File: src/rtl/nf10_nic_probe_injector.sv
// Stream stage that forwards ingress packets with a forced destination-port byte
// and periodically inserts a templated probe packet carrying a sequence number.
module nf10_nic_probe_injector #(
  parameter int C_M_AXIS_DATA_WIDTH  = 256,
  parameter int C_S_AXIS_DATA_WIDTH  = 256,
  parameter int C_M_AXIS_TUSER_WIDTH = 128,
  parameter int C_S_AXIS_TUSER_WIDTH = 128,
  parameter int SRC_PORT_POS         = 16,
  parameter int DST_PORT_POS         = 24,
  parameter int FIFO_DEPTH_BITS      = 2,
  parameter int PROBE_BEATS          = 2,
  parameter int CNT_WIDTH            = 32
) (
  input  logic                              axi_aclk,
  input  logic                              axi_resetn,
  input  logic [C_S_AXIS_DATA_WIDTH-1:0]    s_axis_tdata,
  input  logic [C_S_AXIS_DATA_WIDTH/8-1:0]  s_axis_tstrb,
  input  logic [C_S_AXIS_TUSER_WIDTH-1:0]   s_axis_tuser,
  input  logic                              s_axis_tvalid,
  output logic                              s_axis_tready,
  input  logic                              s_axis_tlast,
  output logic [C_M_AXIS_DATA_WIDTH-1:0]    m_axis_tdata,
  output logic [C_M_AXIS_DATA_WIDTH/8-1:0]  m_axis_tstrb,
  output logic [C_M_AXIS_TUSER_WIDTH-1:0]   m_axis_tuser,
  output logic                              m_axis_tvalid,
  input  logic                              m_axis_tready,
  output logic                              m_axis_tlast,
  input  logic                              cfg_enable,
  input  logic [CNT_WIDTH-1:0]              cfg_interval,
  input  logic [7:0]                        cfg_dst_port,
  input  logic [47:0]                       cfg_dst_mac,
  input  logic [47:0]                       cfg_src_mac,
  input  logic [15:0]                       cfg_ethertype,
  input  logic                              cfg_clr,
  output logic [CNT_WIDTH-1:0]              stat_fwd_pkts,
  output logic [CNT_WIDTH-1:0]              stat_probe_pkts
);

  localparam int DW     = C_S_AXIS_DATA_WIDTH;
  localparam int SW     = C_S_AXIS_DATA_WIDTH / 8;
  localparam int UW     = C_S_AXIS_TUSER_WIDTH;
  localparam int FW     = DW + SW + UW + 1;
  localparam int DEPTH  = 1 << FIFO_DEPTH_BITS;
  localparam int BEAT_W = (PROBE_BEATS > 1) ? $clog2(PROBE_BEATS) : 1;
  localparam logic [BEAT_W-1:0]          LAST_BEAT = BEAT_W'(PROBE_BEATS - 1);
  localparam logic [FIFO_DEPTH_BITS:0]   NF_LEVEL  = (FIFO_DEPTH_BITS + 1)'(DEPTH - 1);

  typedef enum logic [1:0] {
    BOUNDARY = 2'd0,
    PKT      = 2'd1,
    PROBE    = 2'd2
  } state_t;

  state_t                     r_state;
  state_t                     w_state_next;

  logic [FW-1:0]              r_mem [DEPTH];
  logic [FIFO_DEPTH_BITS-1:0] r_wr_ptr;
  logic [FIFO_DEPTH_BITS-1:0] r_rd_ptr;
  logic [FIFO_DEPTH_BITS:0]   r_count;
  logic                       r_alive;

  logic [CNT_WIDTH-1:0]       r_since_probe;
  logic [CNT_WIDTH-1:0]       r_seq;
  logic [CNT_WIDTH-1:0]       r_stat_fwd;
  logic [CNT_WIDTH-1:0]       r_stat_probe;
  logic [BEAT_W-1:0]          r_beat;

  logic                       w_wr;
  logic                       w_rd;
  logic                       w_empty;
  logic                       w_nearly_full;
  logic [DW-1:0]              w_head_data;
  logic [SW-1:0]              w_head_strb;
  logic [UW-1:0]              w_head_user;
  logic                       w_head_last;
  logic [UW-1:0]              w_fwd_user;
  logic [UW-1:0]              w_probe_user;
  logic [DW-1:0]              w_probe_hdr;
  logic [CNT_WIDTH-1:0]       w_since_inc;
  logic                       w_inject;
  logic                       w_fwd_eop;
  logic                       w_probe_xfer;
  logic                       w_probe_done;

  // Ingress fallthrough FIFO: the head is visible combinationally.
  assign w_empty       = (r_count == '0);
  assign w_nearly_full = (r_count >= NF_LEVEL);
  assign s_axis_tready = r_alive & ~w_nearly_full;
  assign w_wr          = s_axis_tvalid & s_axis_tready;

  assign {w_head_last, w_head_user, w_head_strb, w_head_data} = r_mem[r_rd_ptr];

  always_ff @(posedge axi_aclk) begin
    if (w_wr) begin
      r_mem[r_wr_ptr] <= {s_axis_tlast, s_axis_tuser, s_axis_tstrb, s_axis_tdata};
    end
  end

  always_ff @(posedge axi_aclk or negedge axi_resetn) begin
    if (!axi_resetn) begin
      r_wr_ptr <= '0;
      r_rd_ptr <= '0;
      r_count  <= '0;
      r_alive  <= 1'b0;
    end else begin
      r_alive <= 1'b1;
      if (w_wr) begin
        r_wr_ptr <= r_wr_ptr + 1'b1;
      end
      if (w_rd) begin
        r_rd_ptr <= r_rd_ptr + 1'b1;
      end
      case ({w_wr, w_rd})
        2'b10:   r_count <= r_count + 1'b1;
        2'b01:   r_count <= r_count - 1'b1;
        default: r_count <= r_count;
      endcase
    end
  end

  always_comb begin
    w_fwd_user                      = w_head_user;
    w_fwd_user[DST_PORT_POS +: 8]   = cfg_dst_port;
    w_probe_user                    = '0;
    w_probe_user[DST_PORT_POS +: 8] = cfg_dst_port;
    w_probe_user[SRC_PORT_POS +: 8] = 8'h00;
  end

  always_comb begin
    w_probe_hdr                   = '0;
    w_probe_hdr[47:0]             = cfg_dst_mac;
    w_probe_hdr[95:48]            = cfg_src_mac;
    w_probe_hdr[111:96]           = cfg_ethertype;
    w_probe_hdr[112 +: CNT_WIDTH] = r_seq;
  end

  // The >= compare lets a lowered interval fire at the very next packet end.
  assign w_since_inc = r_since_probe + 1'b1;
  assign w_inject    = cfg_enable && (cfg_interval != '0) && (w_since_inc >= cfg_interval);

  always_ff @(posedge axi_aclk or negedge axi_resetn) begin
    if (!axi_resetn) begin
      r_state <= BOUNDARY;
    end else begin
      r_state <= w_state_next;
    end
  end

  always_comb begin
    w_state_next  = r_state;
    w_rd          = 1'b0;
    w_fwd_eop     = 1'b0;
    w_probe_xfer  = 1'b0;
    w_probe_done  = 1'b0;
    m_axis_tvalid = 1'b0;
    m_axis_tdata  = w_head_data;
    m_axis_tstrb  = w_head_strb;
    m_axis_tuser  = w_fwd_user;
    m_axis_tlast  = w_head_last;
    case (r_state)
      BOUNDARY, PKT: begin
        m_axis_tvalid = ~w_empty;
        if (!w_empty && m_axis_tready) begin
          w_rd = 1'b1;
          if (w_head_last) begin
            w_fwd_eop    = 1'b1;
            w_state_next = w_inject ? PROBE : BOUNDARY;
          end else begin
            w_state_next = PKT;
          end
        end
      end
      PROBE: begin
        m_axis_tvalid = 1'b1;
        m_axis_tdata  = (r_beat == '0) ? w_probe_hdr : '0;
        m_axis_tstrb  = '1;
        m_axis_tuser  = w_probe_user;
        m_axis_tlast  = (r_beat == LAST_BEAT);
        if (m_axis_tready) begin
          w_probe_xfer = 1'b1;
          if (r_beat == LAST_BEAT) begin
            w_probe_done = 1'b1;
            w_state_next = BOUNDARY;
          end
        end
      end
      default: w_state_next = BOUNDARY;
    endcase
  end

  always_ff @(posedge axi_aclk or negedge axi_resetn) begin
    if (!axi_resetn) begin
      r_since_probe <= '0;
      r_beat        <= '0;
    end else begin
      if (w_fwd_eop) begin
        r_since_probe <= w_inject ? '0 : w_since_inc;
      end
      if (w_probe_done) begin
        r_beat <= '0;
      end else if (w_probe_xfer) begin
        r_beat <= r_beat + 1'b1;
      end
    end
  end

  // A host clear wins over any increment landing in the same cycle.
  always_ff @(posedge axi_aclk or negedge axi_resetn) begin
    if (!axi_resetn) begin
      r_seq        <= '0;
      r_stat_fwd   <= '0;
      r_stat_probe <= '0;
    end else if (cfg_clr) begin
      r_seq        <= '0;
      r_stat_fwd   <= '0;
      r_stat_probe <= '0;
    end else begin
      if (w_probe_done) begin
        r_seq        <= r_seq + 1'b1;
        r_stat_probe <= r_stat_probe + 1'b1;
      end
      if (w_fwd_eop) begin
        r_stat_fwd <= r_stat_fwd + 1'b1;
      end
    end
  end

  assign stat_fwd_pkts   = r_stat_fwd;
  assign stat_probe_pkts = r_stat_probe;

endmodule

File: config.mk
export PLATFORM = sky130hd
export DESIGN_NAME = nf10_nic_probe_injector
export DESIGN_NICKNAME = d
export VERILOG_FILES = /design/src/rtl/nf10_nic_probe_injector.sv
export SDC_FILE = /design/constraint.sdc
export NUM_CORES = 2
export LEC_CHECK = 0
export ABC_AREA = 1
export BUFFER_PORTS_ARGS = -buffer_cell sky130_fd_sc_hd__buf_2
export CAP_MARGIN = 30
export CORE_AREA = 3 3 408 410
export DETAILED_ROUTE_END_ITERATION = 8
export DIE_AREA = 0 0 411 413
export GPL_TIMING_DRIVEN = 0
export SLEW_MARGIN = 20
export SYNTH_ARGS = -nofsm -noshare
export SYNTH_HDL_FRONTEND = slang
export SYNTH_SLANG_ARGS = --single-unit
export TNS_END_PERCENT = 30
File: constraint.sdc
create_clock -name axi_aclk -period 21.1 [get_ports axi_aclk]
set_input_delay 5.275 -clock axi_aclk [delete_from_list [all_inputs] [get_ports axi_aclk]]
set_output_delay 5.275 -clock axi_aclk [all_outputs]
set_load 0.03 [all_outputs]
==> key figures <==
Status
  • Status: finished clean

Clocking
  • Clock Tree Buf Depth: 3
  • Worst-Skew Late Latency: 0.81 ns
  • CTS tree: done
  • Post-cts resize count: 0
  • Num CTS Buffers: 185
  • Reg clk slew, reported paths: 0.06 ns
  • Root buf cell: clkbuf_16
  • # H-tree levels: 4
  • Setup Buffers After CTS: 0
  • Number of hold buffers added after CTS: 0
  • Number of clock sinks: 1,775

Floorplanning
  • Total core area: 163,000 um^2
  • Chip width: 411 um
  • Die area: 170,000 um^2
  • FP Rows: 148
  • Initial Util: 0.450
  • IO Pins: 1,058
  • Die H: 413 um

Power
  • Seq pwr share: 0.327
  • Internal power: 7.30 mW
  • Max VDD drop: 105 uV
  • Clock share of power: 0.255
  • Leak pwr: 33.5 nW
  • Pwr Total: 12.6 mW
  • Switching Fraction: 0.422
  • Psw: 5.32 mW
  • Power per cell area: 141 nW/um^2
  • Combinational Power Share: 0.418

Detailed routing
  • Routed WL per cell: 25.3 um
  • DRC Markers: 0
  • Vias per cell: 5.44
  • Final WL: 252,000 um
  • Routed Antenna Nets: 0
  • Vias after detailed routing: 54,217
  • Initial drt markers: 5,475
  • Drt pass-1 iters: 6

Logic synthesis
  • Synth cell count leaders: edfxtp_1 (1,636), nor2_1 (1,260), nand2_1 (715)
  • Cells after synthesis: 6,218
  • Sequential fraction of the synthesis area: 0.719
  • Synth area leader: edfxtp_1
  • Main area contributors after synthesis: edfxtp_1 (67%), nor2_1 (6.5%), o21ai_0 (4.8%)
  • Top FF cell, synth: edfxtp_1
  • Yosys Warn Count: 0
  • Post-synth EDFFs: 1,636
  • #FFs+latches synth: 1,775
  • Most common cell in the synthesized netlist: edfxtp_1
  • Syn nets: 6,835
  • Area share of the leading cell type in the synthesized netlist: 0.671
  • Synthesized area per cell: 11.8 um^2
  • Unique cell type count in the Yosys netlist: 46
  • Asr flop ratio synth: 0.0783
  • Mapped cell area: 73,200 um^2

Timing
  • Tmin final: 11.30 ns
  • Final cycle utilization of the critical path: 0.536
  • Clock Skew: 0.0390 ns
  • Final hold vios: 0
  • Maximum clock frequency: 88.5 MHz
  • RSZ-0062 raised after global routing: no
  • Slew at the pin closest to its max-slew limit: 1.01 ns
  • Rel. slew slack: 0.324
  • Number of setup violations in the final report: 0
  • Worst setup margin: 9.80 ns
  • Final Slew Violations: 0

Placement
  • Area after DPL: 83,500 um^2
  • Setup WS pre-CTS: 9.80 ns
  • Final Wtd Congestion: 0.922
  • Input/output buffers: 1,040
  • Detail Placement HPWL: 186,000 um

Finish
  • Layout cells sized above 1: 0.203
  • Area Growth Syn to Fin: 22.6%
  • Final Cell Area: 89,700 um^2
  • Net count, final: 8,165
  • Fillers: 13,868
  • Final core utilization: 0.551

Hold path
  • Hold EP: r_seq[3]
  • Worst hold stages: 1
  • Worst hold path class: reg2reg
  • Hold_sp: r_seq[3]

Worst setup path
  • Setup Crit Path Kind: in2out
  • Critical R2R Launch: r_since_probe[0]
  • Reg2reg end: r_since_probe[23]
  • Reg2reg setup slack: 17.10 ns
  • Worst r2r path cells: 23
  • Worst EP required: 15.83 ns
  • CP Launch Type: input port
  • Crit-path max FO: 1
  • Crit end category: output port
  • Worst EP arrival: 6.03 ns

Run
  • Max Cap Viol: 0

Global route
  • Vias in the first global route: 51,548
  • Global-route wire length before repair: 356,000 um
  • Largest net degree at the start of global routing: 76
  • Initial antenna violation count: 164
  • Total congestion overflow: 0
  • Gr usage total: 0.289
worst max path at each step:
stage               cells after the start           endpoint  slack, ns               from
floorplan                               2        r_mem[0][0]      -2.57      s_axis_tvalid
global placement                        3      r_mem[3][350]     -17.94      s_axis_tvalid
detailed placement                      3  m_axis_tdata[109]       9.80  cfg_ethertype[13]
CTS                                     3  m_axis_tdata[109]       9.80  cfg_ethertype[13]
global route                            3  m_axis_tdata[109]       9.81  cfg_ethertype[13]
finish                                  3  m_axis_tdata[109]       9.80  cfg_ethertype[13]
sequential cells by signal, indices dropped and copies added (netlist names):
register         count
r_seq               32
r_mem             1636
r_alive              1
stat_probe_pkts     32
stat_fwd_pkts       32
r_rd_ptr             2
r_state              2
r_since_probe       32
r_beat               1
r_count              3
r_wr_ptr             2
per-layer routing:
metal / vias up / share of wire / wire (um) / global-route usage
li1: 24859 / - / - / -
met5: - / 0.0022 / 562 / 0
met1: 26429 / 0.39 / 97500 / 0.362
met2: 2297 / 0.47 / 119000 / 0.462
met4: 86 / 0.043 / 10800 / 0.126
met3: 546 / 0.097 / 24500 / 0.0901
worst max-delay path, stage by stage:
cell,delay [ns]
buf_2,0.16
a32o_1,0.32
buf_2,0.26
area by class of cell:
type	instances	area, um^2	area share
sequential	1775	52600	0.586
multi-input combinational	3737	17700	0.197
timing repair buffer	1143	7600	0.0847
clock buffer	228	4840	0.0540
tap	2175	2720	0.0303
buffer	365	1620	0.0181
inverter	341	1280	0.0143
clock inverter	116	1110	0.0124
antenna	88	220	0.00245
metrics by stage:
| step | setup TNS (ns) | instances | hold slack [ns] |
|---|---|---|---|
| floorplan | -4200.45 | 6218 | 0.456 |
| global placement | - | 9433 | 0.474 |
| detailed placement | 0 | 9535 | 0.487 |
| CTS | 0 | 9879 | 0.496 |
| global route | 0 | 9924 | 0.515 |
| finish | 0 | 9968 | 0.498 |
power groups by stage:
| stage | combinational, mW | clock, mW | sequential [mW] |
|---|---|---|---|
| 3_5_place_dp | 5.28 | 0 | 4.20 |
| 2_1_floorplan | 3.11 | 0 | 4.35 |
| 4_1_cts | 5.30 | 3.26 | 4.13 |
| 3_3_place_gp | 5.14 | 0 | 4.50 |
| 5_1_grt | 5.61 | 3.40 | 4.14 |
| 6_report | 5.28 | 3.21 | 4.13 |
cells by family after synthesis:
kind of cell,after synthesis,synth area share
adders and majority gates,42,0.00728
and+or+nand+nor,2296,0.125
DFF,1775,0.719
other,1,0.0000512
muxes,1,0.000137
xor gates and xnor gates,22,0.00263
AOI/OAI and AO/OA,1375,0.106
buffers and inverters,706,0.0395
cells in the final DEF (no fill, tap or decap), types with 10 or more instances in the layout:
cell type,count
clkbuf_16,187
buf_4,23
clkinv_1,44
inv_1,334
clkinv_2,39
ha_1,41
o311ai_0,10
nand4_1,48
bufinv_16,17
nor2_1,1256
a221o_1,29
o21ai_0,708
nand2_1,715
buf_2,1134
edfxtp_1,1636
o311ai_1,22
buf_12,46
dfrtp_1,139
a32o_1,114
diode_2,88
buf_16,50
nand3_1,181
nor3_1,57
clkbuf_1,251
buf_1,24
xor2_1,18
a21oi_1,469
Note: power is estimated with default switching activity, not from simulation.
